===== src/rtl/wave_pkg.sv =====
// wave_pkg: selector codes and measurement states shared by the waveform generator and identifier
package wave_pkg;
  localparam logic [2:0] SEL_SINE   = 3'b110;
  localparam logic [2:0] SEL_SQUARE = 3'b101;
  localparam logic [2:0] SEL_TRI    = 3'b011;
  typedef enum logic [1:0] {S_IDLE, S_PEAK, S_CLASS, S_DECIDE} state_e;
endpackage


===== src/rtl/wave_peak_track.sv =====
// wave_peak_track: running max/min of qualified samples with synchronous clear
module wave_peak_track #(
  parameter int DW = 14
) (
  input  logic          clk,
  input  logic          rst_n,
  input  logic          clr_i,
  input  logic          valid_i,
  input  logic [DW-1:0] din_i,
  output logic [DW-1:0] max_o,
  output logic [DW-1:0] min_o,
  output logic [DW-1:0] max_nxt_o,
  output logic [DW-1:0] min_nxt_o
);
  assign max_nxt_o = (valid_i && din_i > max_o) ? din_i : max_o;
  assign min_nxt_o = (valid_i && din_i < min_o) ? din_i : min_o;
  always_ff @(posedge clk) begin
    if (!rst_n || clr_i) begin
      max_o <= '0;
      min_o <= '1;
    end else begin
      max_o <= max_nxt_o;
      min_o <= min_nxt_o;
    end
  end
endmodule


===== src/rtl/wave_ident.sv =====
// wave_ident: two-frame classifier of ADC waveforms into sine/square/triangle selector codes
module wave_ident
  import wave_pkg::*;
#(
  parameter int DW         = 14,
  parameter int FRAME_LOG2 = 10,
  parameter int MIN_PP     = 64
) (
  input  logic          clk,
  input  logic          rst_n,
  input  logic [DW-1:0] ad_in,
  input  logic          ad_valid,
  input  logic          start,
  output logic          busy,
  output logic          done,
  output logic [2:0]    sel_out,
  output logic          sig_ok,
  output logic [DW-1:0] pp_out
);
  localparam int CW = FRAME_LOG2 + 1;
  localparam int N  = 1 << FRAME_LOG2;
  localparam logic [CW-1:0] SQ_TH    = CW'(3 * N / 4);
  localparam logic [CW-1:0] SI_TH    = CW'(3 * N / 8);
  localparam logic [DW-1:0] MIN_PP_W = DW'(MIN_PP);
  state_e                state_q;
  logic [FRAME_LOG2-1:0] cnt_q;
  logic [CW-1:0]         outer_q, outer_d;
  logic [DW-1:0]         band_q, max_w, min_w, max_nxt, min_nxt, pp_w, pk_pp, hi_th, lo_th;
  logic                  busy_q, done_q, sig_ok_q, hit, last;
  logic [2:0]            sel_q, sel_d;
  logic [DW-1:0]         pp_q;
  wave_peak_track #(.DW(DW)) u_peak (
    .clk       (clk),
    .rst_n     (rst_n),
    .clr_i     (state_q == S_IDLE && start),
    .valid_i   (state_q == S_PEAK && ad_valid),
    .din_i     (ad_in),
    .max_o     (max_w),
    .min_o     (min_w),
    .max_nxt_o (max_nxt),
    .min_nxt_o (min_nxt)
  );
  // band is taken from the extrema including the final PEAK sample
  assign pk_pp   = max_nxt - min_nxt;
  assign pp_w    = max_w - min_w;
  assign hi_th   = max_w - band_q;
  assign lo_th   = min_w + band_q;
  assign hit     = ad_in >= hi_th || ad_in <= lo_th;
  assign outer_d = outer_q + CW'(hit);
  assign last    = &cnt_q;
  assign sel_d   = outer_d >= SQ_TH ? SEL_SQUARE : outer_d >= SI_TH ? SEL_SINE : SEL_TRI;
  always_ff @(posedge clk) begin
    if (!rst_n) begin
      state_q  <= S_IDLE;
      cnt_q    <= '0;
      outer_q  <= '0;
      band_q   <= '0;
      busy_q   <= 1'b0;
      done_q   <= 1'b0;
      sig_ok_q <= 1'b0;
      sel_q    <= SEL_SINE;
      pp_q     <= '0;
    end else begin
      done_q <= 1'b0;
      case (state_q)
        S_IDLE: if (start) begin
          state_q <= S_PEAK;
          busy_q  <= 1'b1;
          cnt_q   <= '0;
          outer_q <= '0;
        end
        S_PEAK: if (ad_valid) begin
          cnt_q <= cnt_q + 1'b1;
          if (last) begin
            state_q <= S_CLASS;
            band_q  <= pk_pp >> 3;
          end
        end
        S_CLASS: if (ad_valid) begin
          cnt_q   <= cnt_q + 1'b1;
          outer_q <= outer_d;
          if (last) begin
            state_q  <= S_DECIDE;
            done_q   <= 1'b1;
            busy_q   <= 1'b0;
            pp_q     <= pp_w;
            sig_ok_q <= pp_w >= MIN_PP_W;
            sel_q    <= pp_w >= MIN_PP_W ? sel_d : sel_q;
          end
        end
        default: state_q <= S_IDLE;
      endcase
    end
  end
  assign busy    = busy_q;
  assign done    = done_q;
  assign sel_out = sel_q;
  assign sig_ok  = sig_ok_q;
  assign pp_out  = pp_q;
endmodule


===== config.mk =====
export PLATFORM = sky130hd
export DESIGN_NAME = wave_ident
export DESIGN_NICKNAME = d
export VERILOG_FILES = /design/src/rtl/wave_pkg.sv /design/src/rtl/wave_peak_track.sv /design/src/rtl/wave_ident.sv
export SDC_FILE = /design/constraint.sdc
export NUM_CORES = 1
export LEC_CHECK = 0
export ABC_AREA = 1
export BUFFER_PORTS_ARGS = -buffer_cell sky130_fd_sc_hd__buf_2
export CAP_MARGIN = 10
export CORE_MARGIN = 5
export CORE_UTILIZATION = 40
export DETAILED_ROUTE_END_ITERATION = 10
export PLACE_DENSITY = 0.62
export SLEW_MARGIN = 20
export SYNTH_ARGS = -nofsm -noshare
export SYNTH_HDL_FRONTEND = slang
export SYNTH_SLANG_ARGS = --single-unit

===== constraint.sdc =====
create_clock -name clk -period 7.4 [get_ports clk]
set_clock_uncertainty 0.1 [all_clocks]
set_input_delay 1.48 -clock clk [delete_from_list [all_inputs] [get_ports clk]]
set_output_delay 1.48 -clock clk [all_outputs]
set_load 0.02 [all_outputs]

Yosys cells after proc, flatten, opt, wreduce, memory -nomap -nowiden --
Index checks and enable logic that the tools add are counted.
Cells by class: $add $sub $neg 6, multipliers 0, mux-type cells 21, equal/unequal tests 8, magnitude comparators 7, bitwise logic cells 0, shifts and indexed selects 0, reductions and logical operators 20, div/mod/pow operators 0
Operators with widths (number):
- two-way mux 14 bit | 2
- subtractor 14 bit | 2
- AND reduction 12 bit | 2
- two-way mux 11 bit | 2
- one-hot mux 11 bit (2 select lines) | 1
- two-way mux 10 bit | 2
- one-hot mux 10 bit (2 select lines) | 1
- adder 14 x 11 -> 14 bit | 1
- greater-or-equal comparator 14 bit | 1
- greater-or-equal comparator 14 x 7 -> 1 bit (second input constant) | 1
- greater-than comparator 14 bit | 1
- <= comparator 14 bit | 1
- less-than comparator 14 bit | 1
- subtractor 14 x 11 -> 14 bit | 1
- AND reduction 13 bit | 1
- adder 11 x 1 -> 11 bit | 1
- greater-or-equal comparator 11 x 10 -> 1 bit (second input constant) | 1
- greater-or-equal comparator 11 x 9 -> 1 bit (second input constant) | 1
- adder 10 x 1 -> 10 bit (second input constant) | 1
- two-way mux 2 bit | 5
- != test 2 bit (second input constant) | 5
- AND reduction 10 bit | 1
- AND reduction 3 bit | 3
- two-way mux 3 bit | 2
- 14 further kinds | 22
Storage, ports and cells: logic and storage cells 73, output and inout port bits 20, input port bits 18, memories kept 0, RAM bits 0, memory bits (read-only) 0, register bits after elaboration 82, latch bits 0

Depth between registers and ports, before layout --
Gate-level depths: netlist of the first run.
depth in word-level cells 7, gate-level depth with buffers 35, mapped depth without buffers 35

Hierarchy --
Synthesis of the first run repeated with hierarchy kept, for this count alone.
Unflattened totals: cell total of the unflattened synthesis 1154, area, all modules 7702.4 µm²
By module, submodules not included:
- wave_ident | times used 1, cells an instance 845, area an instance 5617.9 µm²
- wave_peak_track | times used 1, cells an instance 309, area an instance 2084.5 µm²

Worst setup path before layout of the first run --
OpenSTA, ideal clock, no wires.
path type register to register, from register u_peak.max_o[0], to register sel_q[0], in the netlist sel_out[0], stages on the path, launching flop included 35, slack 3042 ps, arrival 4145 ps, setup time 113 ps, path through dfxtp_1 -> inv_1 -> ha_1 -> fa_1 -> o31ai_1 -> inv_1 -> o221ai_2 -> nand2_1 -> o21ai_1 -> nand2_1 -> nand2_1 -> xor2_1 -> ha_1 -> nand2_1 -> inv_1 -> nand4_1 -> nor4_1 -> a211oi_1 -> nand4_1 -> ha_1 -> ha_1 -> nand3_1 -> nor2_1 -> nand2_1 -> nor2_1 -> inv_1 -> o21bai_1 -> nand2_1 -> inv_1 -> a21oi_1 -> nand2_1 -> and2_1 -> nand2_1 -> nand2_1 -> nor2_1
On the way: cells in the longest elaborated chain, start to end 7, elaborated cells between the ends (all ways) 11, classes of those cells 3 x add/sub; 4 x order compare; 2 x mux; 2 x reduce/logical
RTL lines:
- start: declaration | RTL line wave_peak_track.sv:10 | output logic [DW-1:0] max_o,
- start signal: assignment | RTL line wave_peak_track.sv:22 | max_o <= max_nxt_o;
- subtractor 14 x 11 -> 14 bit | RTL line wave_ident.sv:46 | assign hi_th = max_w - band_q;
- greater-or-equal comparator 14 bit | RTL line wave_ident.sv:48 | assign hit = ad_in >= hi_th || ad_in <= lo_th;
- logical OR 1 bit | RTL line wave_ident.sv:48
- adder 11 x 1 -> 11 bit | RTL line wave_ident.sv:49 | assign outer_d = outer_q + CW'(hit);
- greater-or-equal comparator 11 x 9 -> 1 bit | RTL line wave_ident.sv:51 | assign sel_d = outer_d >= SQ_TH ? SEL_SQUARE : outer_d >= SI_TH ? SEL_SINE : SEL_TRI;
- two-way mux 3 bit (2 in series) | RTL line wave_ident.sv:51
- end signal: assignment | RTL line wave_ident.sv:88 | sel_q <= pp_w >= MIN_PP_W ? sel_d : sel_q;
- end: declaration | RTL line wave_ident.sv:30 | logic [2:0] sel_q, sel_d;
Several ways; a longest one is shown, not always the timed one. A chain may end at the register's enable or synchronous reset.

Worst setup path after layout of the first run --
from register u_peak.min_o[0], to register sel_q[0], in the netlist sel_out[0]
On the way: cells in the longest elaborated chain, start to end 7, elaborated cells between the ends (all ways) 11, classes of those cells 3 x add/sub; 4 x order compare; 2 x mux; 2 x reduce/logical
RTL lines:
- start: declaration | RTL line wave_peak_track.sv:11 | output logic [DW-1:0] min_o,
- start signal: assignment | RTL line wave_peak_track.sv:23 | min_o <= min_nxt_o;
- adder 14 x 11 -> 14 bit | RTL line wave_ident.sv:47 | assign lo_th = min_w + band_q;
- <= comparator 14 bit | RTL line wave_ident.sv:48
- logical OR 1 bit | RTL line wave_ident.sv:48
- adder 11 x 1 -> 11 bit | RTL line wave_ident.sv:49
- greater-or-equal comparator 11 x 9 -> 1 bit | RTL line wave_ident.sv:51
- two-way mux 3 bit (2 in series) | RTL line wave_ident.sv:51
Several ways; a longest one is shown, not always the timed one.

==> impl_results.rst, run 1 <==
.. list-table::
   :header-rows: 1

   * - Metric
     - Value
   * - Residual overflow from global routing
     - 0
   * - Chip width
     - between 100 and 150 um
   * - Worst-skew pair later-pin latency
     - ~0.36 ns
   * - Rows
     - 48
   * - Final wirelength
     - 19,900 um
   * - Num Clock Sinks
     - just over 80
   * - Worst-path maximum fanout
     - 4
   * - Worst hold-check slack
     - roughly 0.35 ns
   * - Post-CTS setup buffers
     - 0
   * - Post-DRT Antenna Nets
     - 0
   * - Post-synthesis sequential area ratio
     - 0.234
   * - Fraction of final layout cells sized beyond drive strength 1
     - 0.0803
   * - Number of filler instances in the final layout
     - between 1,500 and 2,000
   * - Cell area after synthesis
     - ~7000 um2
   * - Via count of the first global-routing pass
     - slightly above 6,000
   * - CTS Hold Buffers Added
     - 0
   * - Total leakage power
     - approximately 0.004 uW
   * - Antenna diode instance count
     - 0
   * - Routed vias
     - 6,557
   * - Tightest Pin Transition
     - between 0.7 and 0.8 ns
   * - Post-synthesis instance total
     - slightly above 1,000
   * - Wire length of the first global-routing pass
     - 32,500 um
   * - Routed via count divided by cell count
     - ~5
   * - Critical path's largest stage delay
     - approximately 0.43 ns
   * - Height of the die
     - between 100 and 150 um
   * - Worst path slowest cell
     - sky130_fd_sc_hd__fa_1
   * - EDFF count, synth
     - 0
   * - Share of the cycle needed by the critical path after routing
     - 0.711
   * - Total power density per cell area
     - approximately 210 nW/um2
   * - Sequential cell area
     - 1640 um2
   * - Timing-limited maximum frequency
     - around 0.19 GHz
   * - Area of the die
     - approximately 20,000 um2
   * - Setup violators final
     - 0
   * - Number of remaining DRC errors
     - 0
   * - Normalized max-slew margin
     - 0.533
   * - H-tree depth reported by CTS
     - 3
   * - Overall routing resource usage
     - 0.204
   * - Critical path type
     - reg -> reg
   * - Time the final worst path needs with I/O delays and setup
     - 5.26 ns
   * - Crit path capture type
     - flip-flop
   * - Clock root buffer
     - sky130_fd_sc_hd__clkbuf_16
   * - Maximum number of pins on one net before global-route repair
     - 29
   * - Area occupied by multi-input gates
     - between 4000 and 5000 um2
   * - Max Root-Sink Buffers
     - 2
   * - Number of distinct library cells after synthesis
     - 52
   * - Reported max-cap violation count
     - 0
   * - Path category of the worst min-delay check
     - reg -> reg
   * - Setup total negative slack
     - 0 ns
   * - Setup repair after global routing missed its margin
     - no
   * - DRT iter0 DRCs
     - 421
   * - Final HPWL DP
     - 16,000 um
   * - Drt wl/cell
     - about 16 um
   * - Initial antenna violation count
     - 0
   * - Count of endpoints failing hold in the final timing report
     - 0
   * - Area delta synth->final
     - 10.6%
   * - Max Slew Vio Count
     - 0
   * - Routability congestion estimate from global placement
     - about 0.9
   * - Detailed-router iteration count before antenna repair
     - 5
   * - Port Buf Inserts
     - 37
   * - Layout Nets
     - roughly 1,200
   * - Dominant synthesized flop cell
     - sky130_fd_sc_hd__dfxtp_1
   * - Async set-reset flop share out of synthesis
     - 0
   * - CTS resizes
     - 0
   * - Core Footprint
     - approximately 17,000 um2
   * - Synthesized Nets
     - ~1,100
   * - Worst Path Arrival
     - 5.46 ns
   * - Clock transition at the registers of the reported paths
     - around 0.080 ns
   * - Clock tree from TritonCTS
     - built
   * - Mean instance size in the synthesized netlist
     - just under 7 um2
   * - Warnings, synthesis
     - 0
   * - Worst vdd rail ir drop
     - 139 uV
   * - Top-level I/O count
     - 38
   * - Data required time of the worst path
     - between 7 and 8 ns
   * - Library cell appearing most often on the critical path
     - sky130_fd_sc_hd__nand2_1
   * - Crit start category
     - flip-flop
   * - Result of the run
     - completed
   * - Cts bufs inserted
     - 9
   * - Total of flip-flops plus latches after synthesis
     - between 80 and 90
   * - Starting utilization of the core area
     - 0.406
-- worst paths after layout --
kind | from | end | slack (ns) | cells past startpoint
min reg2reg | cnt_q[5] | cnt_q[5] | 0.35 | 2
min | cnt_q[5] | cnt_q[5] | 0.35 | 2
max | u_peak.min_o[0] | sel_out[0] | 2.14 | 33
max reg2reg | u_peak.min_o[0] | sel_out[0] | 2.14 | 33
-- synth_stat cells (2+ instances only) --
cell type / number / share of area
sky130_fd_sc_hd__buf_1: 2 / 0.0011
sky130_fd_sc_hd__nand3_1: 47 / 0.034
sky130_fd_sc_hd__a31oi_1: 3 / 0.0027
sky130_fd_sc_hd__dfxtp_1: 82 / 0.23
sky130_fd_sc_hd__a21oi_1: 100 / 0.071
sky130_fd_sc_hd__ha_1: 109 / 0.19
sky130_fd_sc_hd__o21bai_1: 2 / 0.0021
sky130_fd_sc_hd__inv_1: 158 / 0.085
sky130_fd_sc_hd__nor3_2: 3 / 0.0043
sky130_fd_sc_hd__nor3_1: 17 / 0.012
sky130_fd_sc_hd__o21ai_1: 2 / 0.0014
sky130_fd_sc_hd__nor2_1: 72 / 0.039
sky130_fd_sc_hd__xnor2_1: 13 / 0.016
sky130_fd_sc_hd__nor2_2: 4 / 0.0036
sky130_fd_sc_hd__o211ai_1: 6 / 0.0064
sky130_fd_sc_hd__or2_2: 2 / 0.0018
sky130_fd_sc_hd__o221a_2: 2 / 0.0032
sky130_fd_sc_hd__nand2_2: 6 / 0.0054
sky130_fd_sc_hd__fa_1: 3 / 0.0086
sky130_fd_sc_hd__o2111ai_1: 2 / 0.0025
sky130_fd_sc_hd__a21oi_4: 2 / 0.0046
sky130_fd_sc_hd__o21ai_0: 62 / 0.044
sky130_fd_sc_hd__a211oi_1: 4 / 0.0043
sky130_fd_sc_hd__nand3b_1: 2 / 0.0021
sky130_fd_sc_hd__inv_2: 4 / 0.0021
sky130_fd_sc_hd__nand2_1: 215 / 0.12
sky130_fd_sc_hd__o31ai_1: 2 / 0.0021
sky130_fd_sc_hd__xor2_1: 30 / 0.038
sky130_fd_sc_hd__a221oi_1: 5 / 0.0063
sky130_fd_sc_hd__nand4_1: 11 / 0.0098
sky130_fd_sc_hd__buf_2: 2 / 0.0014
sky130_fd_sc_hd__clkinv_1: 4 / 0.0021
sky130_fd_sc_hd__clkbuf_1: 8 / 0.0043
sky130_fd_sc_hd__a21o_1: 10 / 0.011
sky130_fd_sc_hd__and2_1: 2 / 0.0018
-- registers in the layout (all words and copies together), names as in the netlist --
register	flops
done	1
sig_ok	1
busy	1
outer_q	11
cnt_q	10
pp_out	14
u_peak.max_o	14
band_q	11
u_peak.min_o	14
state_q	2
sel_out	3
-- power breakdown --
part | switching [uW] | leakage (uW) | internal, uW | total (uW)
Clock | 203 | 0.000154 | 284 | 488
Combinational | 430 | 0.00323 | 223 | 653
Sequential | 23.8 | 0.000663 | 467 | 491
-- cells by family after synthesis --
logic type | Yosys count | share of synthesized area
flip-flops | 82 | 0.234
AND/OR/NAND/NOR | 390 | 0.240
buffers and inverters | 179 | 0.0974
XOR/XNOR | 43 | 0.0538
adder cells (fa/ha/maj) | 112 | 0.203
AO/OA/AOI/OAI | 209 | 0.171
-- worst max-delay path, delay by kind of cell (launching register included) --
kind                     cells  cell delay (ns)
XOR/XNOR                     1             0.08
AND/OR/NAND/NOR             15             1.48
flip-flops                   1             0.42
AO/OA/AOI/OAI                8             1.47
adder cells (fa/ha/maj)      5             1.35
buffers and inverters        4             0.27
-- metrics by stage --
| stage | utilization | setup WS (ns) | total power [uW] | std cells | area, um2 |
|---|---|---|---|---|---|
| after floorplan | - | 3.04 | 977 | 1015 | 7000 |
| after global placement | 0.431 | 2.23 | 1150 | 1267 | 7430 |
| after detailed placement | 0.431 | 2.23 | 1150 | 1267 | 7430 |
| after CTS | 0.449 | 2.18 | 1640 | 1283 | 7750 |
| after global routing | 0.449 | 1.53 | 1760 | 1283 | 7750 |
| final | 0.449 | 2.14 | 1630 | 1283 | 7750 |
-- metal layers --
metal	wire length (um)	up-vias	share of wire	track usage
met4	583	0	0.029	0.0805
met2	8690	135	0.44	0.324
met3	888	35	0.045	0.0235
met1	9730	2961	0.49	0.283
met5	0	-	0	0
li1	-	3426	-	-
-- layout by cell type, fill, tap and decap left out, drive strengths merged, types with 4 or more instances in the layout --
| cell | instances |
|---|---|
| nand2 | 222 |
| inv | 165 |
| xnor2 | 13 |
| nor3 | 21 |
| nand4 | 11 |
| nor2 | 77 |
| o211ai | 6 |
| o21ai | 64 |
| clkbuf | 12 |
| dfxtp | 82 |
| clkinv | 4 |
| ha | 109 |
| a21o | 11 |
| a211oi | 4 |
| buf | 40 |
| xor2 | 30 |
| nand3 | 48 |
| a21oi | 103 |
| a221oi | 5 |
-- layout make-up --
class | instances | area share
inverters | 166 | 0.0804
repair buffers | 40 | 0.0268
clock inverters | 4 | 0.00727
flip-flops and latches | 82 | 0.212
multi-input cells | 754 | 0.604
clock buffers | 12 | 0.0331
well taps | 225 | 0.0363
Note: power is estimated with default switching activity, not from simulation.
==> run 2: changes to the inputs <==
- ABC_AREA: 1 -> 0
- clock period: 7.4 -> 5.5 ns (I/O delays scaled with it)
==> run 2 against run 1 <==
  * First-iteration DRC count fell by 14%
  * Register-to-register slack got worse by 1.8 ns
  * Cell count fell by 11%
  * Final area rose by 0.95%
  * Critical path type unchanged
  * Largest power group unchanged
==> impl_results.rst, run 2 <==
.. list-table::
   :header-rows: 1

   * - Metric
     - Value
   * - Result of the run
     - completed
   * - Setup violators final
     - 0
   * - Post-DRT Antenna Nets
     - 0
   * - Worst-path maximum fanout
     - 4
   * - Synthesized-area fraction occupied by and/or/nand/nor cells
     - 0.226
   * - Routed wl met3
     - between 300 and 400 um
   * - Area occupied by multi-input gates
     - 5020 um2
   * - Synth area leader
     - sky130_fd_sc_hd__dfxtp_1
   * - Share of the cycle needed by the critical path after routing
     - 0.947
   * - Cell area after synthesis
     - ~6900 um2
   * - Final cell count without fillers
     - approximately 1,100
   * - Max Slew Vio Count
     - 0
   * - Starting utilization of the core area
     - 0.402
   * - Rows
     - 48
   * - Critical path's largest stage delay
     - 0.38 ns
   * - Number of remaining DRC errors
     - 0
   * - Worst-skew pair later-pin latency
     - 0.34 ns
   * - Library cell appearing most often on the critical path
     - sky130_fd_sc_hd__o21ai_1
   * - Data required time of the worst path
     - between 5 and 6 ns
   * - Initial antenna violation count
     - 0
   * - Post-synthesis sequential area ratio
     - 0.238
   * - Normalized max-slew margin
     - 0.421
   * - Total of flip-flops plus latches after synthesis
     - around 80
   * - Total power density per cell area
     - about 270 nW/um2
   * - Compound-Gate Fraction of Synth Area
     - 0.205
   * - Clock transition at the registers of the reported paths
     - about 0.060 ns
   * - Dominant combinational cell family by area after synthesis
     - simple AND/OR/NAND/NOR gates
   * - Time the final worst path needs with I/O delays and setup
     - between 5 and 6 ns
   * - Crit start category
     - flip-flop
   * - Residual overflow from global routing
     - 0
   * - Clock root buffer
     - sky130_fd_sc_hd__clkbuf_16
   * - Mean instance size in the synthesized netlist
     - between 7 and 8 um2
   * - Most common library cell in the layout ignoring fill and taps
     - sky130_fd_sc_hd__ha_1
   * - EDFF count, synth
     - 0
   * - Path category of the worst min-delay check
     - reg -> reg
   * - H-tree depth reported by CTS
     - 3
   * - Core Footprint
     - 17,100 um2
   * - Dominant synthesized flop cell
     - sky130_fd_sc_hd__dfxtp_1
   * - Worst path slowest cell
     - sky130_fd_sc_hd__dfxtp_4
   * - Met2 Routed Length
     - approximately 8300 um
   * - Warnings, synthesis
     - 0
   * - Number of distinct library cells after synthesis
     - 65
   * - Crit path capture type
     - flip-flop
   * - Reported max-cap violation count
     - 0
   * - Routed vias
     - 6,087
   * - Routed via count divided by cell count
     - ~5.3
   * - Number of cells in the design after placement
     - about 1,100
   * - Via count of the first global-routing pass
     - 5,882
   * - Critical path type
     - reg -> reg
   * - Worst Path Arrival
     - between 5 and 6 ns
   * - Met1 wire length
     - 8360 um
   * - Synthesized Nets
     - ~1,000
   * - CP bufs+invs
     - 1
   * - Area delta synth->final
     - 13.6%
   * - CTS Hold Buffers Added
     - 0
   * - Commonest cells after routing, fill and taps aside
     - sky130_fd_sc_hd__ha_1, sky130_fd_sc_hd__nand2_1, sky130_fd_sc_hd__dfxtp_1
   * - Area of the die
     - roughly 20,000 um2
   * - Layout Nets
     - between 1,000 and 1,500
   * - Num Clock Sinks
     - roughly 80
   * - Clock tree from TritonCTS
     - built
   * - Post-synthesis mux area share
     - 0.0283
   * - Top-level I/O count
     - 38
   * - Final HPWL DP
     - 14,000 um
   * - Fraction of final layout cells sized beyond drive strength 1
     - 0.122
   * - Port Buf Inserts
     - 37
   * - Timing-limited maximum frequency
     - 0.192 GHz
   * - Top area cells in the synthesized netlist
     - sky130_fd_sc_hd__dfxtp_1, sky130_fd_sc_hd__ha_1, sky130_fd_sc_hd__nand2_1
   * - Number of filler instances in the final layout
     - 1,759
   * - Async set-reset flop share out of synthesis
     - 0
   * - Chip width
     - 141 um
   * - XOR/XNOR share of the synthesized area
     - 0.0471
   * - Leading cell type by number of instances after synthesis
     - sky130_fd_sc_hd__ha_1
   * - Worst vdd rail ir drop
     - between 200 and 250 uV
   * - Wire length of the first global-routing pass
     - a little under 30,000 um
   * - Overall routing resource usage
     - 0.179
   * - Detailed-router iteration count before antenna repair
     - 5
   * - Adder and majority gate portion of the synthesized area
     - 0.207
   * - Drt wl/cell
     - 15.3 um
   * - Largest delay contributor family on the critical path
     - compound AO/OA/AOI/OAI gates
   * - Routability congestion estimate from global placement
     - ~0.88
   * - DRT iter0 DRCs
     - roughly 360
   * - Count of endpoints failing hold in the final timing report
     - 0
   * - Final wirelength
     - 17,500 um
   * - Top Metal Used
     - met4
   * - Antenna diode instance count
     - 0
   * - Area share of the largest cell type after synthesis
     - 0.238
   * - Maximum number of pins on one net before global-route repair
     - 42
   * - Worst hold-check slack
     - roughly 0.36 ns
   * - Sequential cell area
     - between 1500 and 2000 um2
   * - Top cell types by occurrence after synthesis
     - sky130_fd_sc_hd__ha_1, sky130_fd_sc_hd__nand2_1, sky130_fd_sc_hd__dfxtp_1, sky130_fd_sc_hd__inv_1, sky130_fd_sc_hd__o21ai_0
   * - Tightest Pin Transition
     - about 0.87 ns
   * - Post-synthesis instance total
     - between 800 and 900
   * - Total leakage power
     - 0.00350 uW
   * - Max Root-Sink Buffers
     - 2
   * - Height of the die
     - approximately 140 um
   * - Cts bufs inserted
     - 9
run 2: metrics by stage:
step	utilization	TNS (ns)	power, uW	setup WS [ns]	instance area, um2
floorplan	-	0	1260	0.425	6890
global placement	0.432	0	1450	0.0550	7400
detailed placement	0.432	-0.355	1460	-0.139	7400
CTS	0.450	0	2090	0.0334	7700
global route	0.457	-0.147	2260	-0.0679	7820
finish	0.457	0	2100	0.292	7820
run 2: path summary, 6_finish.rpt:
path                   start          to  slack (ns)  depth (start not counted)
hold / removal    pp_out[10]  pp_out[10]        0.36                          2
hold reg to reg   pp_out[10]  pp_out[10]        0.36                          2
setup reg to reg   band_q[1]  sel_out[2]        0.29                         28
setup / recovery   band_q[1]  sel_out[2]        0.29                         28
run 2: worst min-delay path: cells and delay by family (launching register included):
family	cells	cell delay [ns]
AOI/OAI and AO/OA	1	0.06
DFF	1	0.31
and+or+nand+nor	1	0.04
run 2: routing by layer:
layer  up-vias  global-route usage
met1      2795               0.231
met3        34              0.0261
met2        72               0.302
met5         -                   0
li1       3186                   -
met4         0              0.0699
run 2: cells by family (layout without fill, tap and decap cells):
family | after synthesis | in the layout
simple gates | 315 | 315
compound gates | 219 | 219
fa+ha+maj | 112 | 112
buf+inv | 89 | 137
flops | 82 | 82
xor+xnor | 37 | 37
mux | 19 | 19
run 2: power breakdown:
part | leakage, uW | internal [uW] | switching, uW
Clock | 0.000148 | 374 | 244
Sequential | 0.000664 | 622 | 33.1
Combinational | 0.00268 | 336 | 493
Total | 0.00350 | 1330 | 770
run 2: timing repair:
action	in CTS	in global routing
buffers inserted	0	1
resized for setup	6	42
endpoints found under the setup margin	3	6
pin swaps	1	22
run 2: layout make-up:
class,count,area share
clock inverter,4,0.00656
tap,225,0.0360
timing repair buffer,55,0.0410
sequential,82,0.211
multi-input combinational,702,0.641
clock buffer,11,0.0323
inverter,67,0.0322
==> run 3: changes to the inputs <==
- CELL_PAD_IN_SITES_DETAIL_PLACEMENT: not set -> 1
- CELL_PAD_IN_SITES_GLOBAL_PLACEMENT: not set -> 2
- CORE_UTILIZATION: 40 -> 38
- PLACE_DENSITY: 0.62 -> 0.88
==> run 3 against run 2 <==
  * Via count grew 3.6%
  * Maximum frequency grew 0.38%
  * Combinational power grew 2%
  * Cell count grew 0.79%
  * Critical path depth decreased by 1
  * Critical path type unchanged
  * Sequential power is essentially flat
  * Global-route usage up 1.8 points
  * Worst setup slack better by 0.020 ns
  * Hold slack worse by 0.0045 ns
  * Final area shrank 0.29%
  * Largest power group unchanged
  * Highest routed layer unchanged
==> impl_results.rst, run 3 (synthesis results as in run 2) <==
.. list-table::
   :header-rows: 1

   * - Metric
     - Value
   * - Wire length of the first global-routing pass
     - ~32,000 um
   * - Via count of the first global-routing pass
     - ~6,300
   * - Height of the die
     - approximately 140 um
   * - Top-level I/O count
     - 38
   * - Setup violators final
     - 0
   * - Time the final worst path needs with I/O delays and setup
     - between 5 and 6 ns
   * - Antenna diode instance count
     - 0
   * - Routed vias
     - between 6,000 and 7,000
   * - Worst hold-check slack
     - roughly 0.36 ns
   * - Most common library cell in the layout ignoring fill and taps
     - sky130_fd_sc_hd__ha_1
   * - Area occupied by multi-input gates
     - ~5000 um2
   * - Worst vdd rail ir drop
     - between 150 and 200 uV
   * - Final HPWL DP
     - around 16,000 um
   * - Worst Setup Slack, final
     - between 0.3 and 0.4 ns
   * - Core Footprint
     - 17,900 um2
   * - Chip width
     - between 100 and 150 um
   * - Timing-limited maximum frequency
     - between 0.15 and 0.2 GHz
   * - Drt wl/cell
     - 17.6 um
   * - Total leakage power
     - approximately 0.0035 uW
   * - Num Clock Sinks
     - 82
   * - Number of filler instances in the final layout
     - about 2,200
   * - Overall power after layout
     - approximately 2100 uW
   * - Total power density per cell area
     - between 200 and 300 nW/um2
   * - Worst-skew pair later-pin latency
     - 0.35 ns
   * - Maximum number of pins on one net before global-route repair
     - 42
   * - Clock transition at the registers of the reported paths
     - roughly 0.070 ns
   * - Post-DRT Antenna Nets
     - 0
   * - Initial antenna violation count
     - 0
   * - CTS Hold Buffers Added
     - 0
   * - Starting utilization of the core area
     - 0.385
   * - Sequential cell area
     - around 1600 um2
   * - Clock root buffer
     - sky130_fd_sc_hd__clkbuf_16
   * - DP Worst Slack
     - -0.185 ns
   * - Fraction of final layout cells sized beyond drive strength 1
     - 0.122
   * - Detailed-router iteration count before antenna repair
     - 4
   * - Layout Nets
     - approximately 1,100
   * - Normalized max-slew margin
     - 0.302
   * - Residual overflow from global routing
     - 0
   * - Routability congestion estimate from global placement
     - ~0.85
   * - Crit path capture type
     - flip-flop
   * - Depth of the worst register-to-register path
     - 27
   * - Reported max-cap violation count
     - 0
   * - Rows
     - 49
   * - Critical path type
     - reg -> reg
   * - Port Buf Inserts
     - 37
   * - Routed via count divided by cell count
     - 5.46
   * - Area of the die
     - 20,900 um2
   * - Cts bufs inserted
     - 9
   * - Worst-path maximum fanout
     - 3
   * - H-tree depth reported by CTS
     - 3
   * - Commonest cells after routing, fill and taps aside
     - sky130_fd_sc_hd__ha_1, sky130_fd_sc_hd__nand2_1, sky130_fd_sc_hd__dfxtp_1
   * - Crit start category
     - flip-flop
   * - Area delta synth->final
     - 13.2%
   * - Clock tree from TritonCTS
     - built
   * - DRT iter0 DRCs
     - between 200 and 300
   * - Final wirelength
     - a little over 20,000 um
   * - Tightest Pin Transition
     - approximately 1.0 ns
   * - Hold Path Depth
     - 2
   * - Post-CTS setup buffers
     - 0
   * - Path category of the worst min-delay check
     - reg -> reg
   * - Number of remaining DRC errors
     - 0
   * - Setup total negative slack
     - 0 ns
   * - Count of endpoints failing hold in the final timing report
     - 0
   * - Result of the run
     - completed
   * - Max Root-Sink Buffers
     - 2
   * - Overall routing resource usage
     - 0.197
   * - Max Slew Vio Count
     - 0
   * - Data required time of the worst path
     - ~5.6 ns
   * - Share of the cycle needed by the critical path after routing
     - 0.943
   * - Worst Path Arrival
     - 5.32 ns
-- run 3: cell count changes in the layout (fill, tap and decap cells not counted), sizes merged --
cell,change
clkinv,-1
inv,+4
clkbuf,-1
bufinv,-1
buf,+4
-- run 3: cell type report --
cell class	count	area share
clock inverters	6	0.00610
clock buffers	10	0.0294
repair buffers	59	0.0449
inverters	67	0.0322
multi-input cells	702	0.640
flip-flops and latches	82	0.211
well taps	229	0.0367
-- run 3: metal layers --
layer  up-vias  GRT usage  wire length (um)
met1      3028      0.258              9550
met3        26     0.0294               505
met2        66      0.339              9830
li1       3189          -                 -
met4         0     0.0535               397
met5         -          0                 0
-- run 3: critical path, cell delays in order (launching register included) --
cell and delay (ns):
sky130_fd_sc_hd__dfxtp_1 0.33, sky130_fd_sc_hd__inv_1 0.06, sky130_fd_sc_hd__ha_1 0.28, sky130_fd_sc_hd__nor2b_1 0.14, sky130_fd_sc_hd__o21ai_2 0.14, sky130_fd_sc_hd__a21oi_1 0.10
sky130_fd_sc_hd__o21ai_1 0.18, sky130_fd_sc_hd__a21oi_1 0.11, sky130_fd_sc_hd__o21ai_1 0.17, sky130_fd_sc_hd__a21oi_1 0.10, sky130_fd_sc_hd__nand2b_1 0.15, sky130_fd_sc_hd__ha_1 0.29
sky130_fd_sc_hd__a21o_1 0.19, sky130_fd_sc_hd__a211oi_1 0.23, sky130_fd_sc_hd__a21oi_1 0.10, sky130_fd_sc_hd__o21a_1 0.19, sky130_fd_sc_hd__o311ai_2 0.25, sky130_fd_sc_hd__nand3_1 0.19
sky130_fd_sc_hd__ha_2 0.22, sky130_fd_sc_hd__ha_2 0.18, sky130_fd_sc_hd__and3_4 0.18, sky130_fd_sc_hd__and3_4 0.18, sky130_fd_sc_hd__and2_1 0.18, sky130_fd_sc_hd__a2bb2oi_1 0.13
sky130_fd_sc_hd__o22ai_1 0.15, sky130_fd_sc_hd__a22o_1 0.17, sky130_fd_sc_hd__nor2_1 0.05, sky130_fd_sc_hd__a221o_1 0.32
-- run 3: what timing repair did --
item / in CTS / in global routing
resized for setup: 7 / 35
pin swaps: 3 / 10
setup endpoints to repair: 3 / 4
endpoints found under the hold margin: 0 / 0
-- run 3: worst paths after layout --
kind	start	slack, ns	endpoint
max	band_q[1]	0.31	sel_out[2]
min	sig_ok	0.36	sig_ok
max reg2reg	band_q[1]	0.31	sel_out[2]
min reg2reg	sig_ok	0.36	sig_ok
-- run 3: through the flow --
step           cell area, um2  std cells   util
2_1_floorplan            6890        873      -
5_1_grt                  7800       1155  0.436
6_report                 7800       1155  0.436
3_3_place_gp             7440       1139  0.416
4_1_cts                  7720       1155  0.431
3_5_place_dp             7440       1139  0.416
-- run 3: report_power, final --
part           leakage (uW)  internal (uW)  switching, uW
clock              0.000134            313            280
combinational       0.00271            334            509
sequential         0.000662            623           33.1
total               0.00350           1270            822
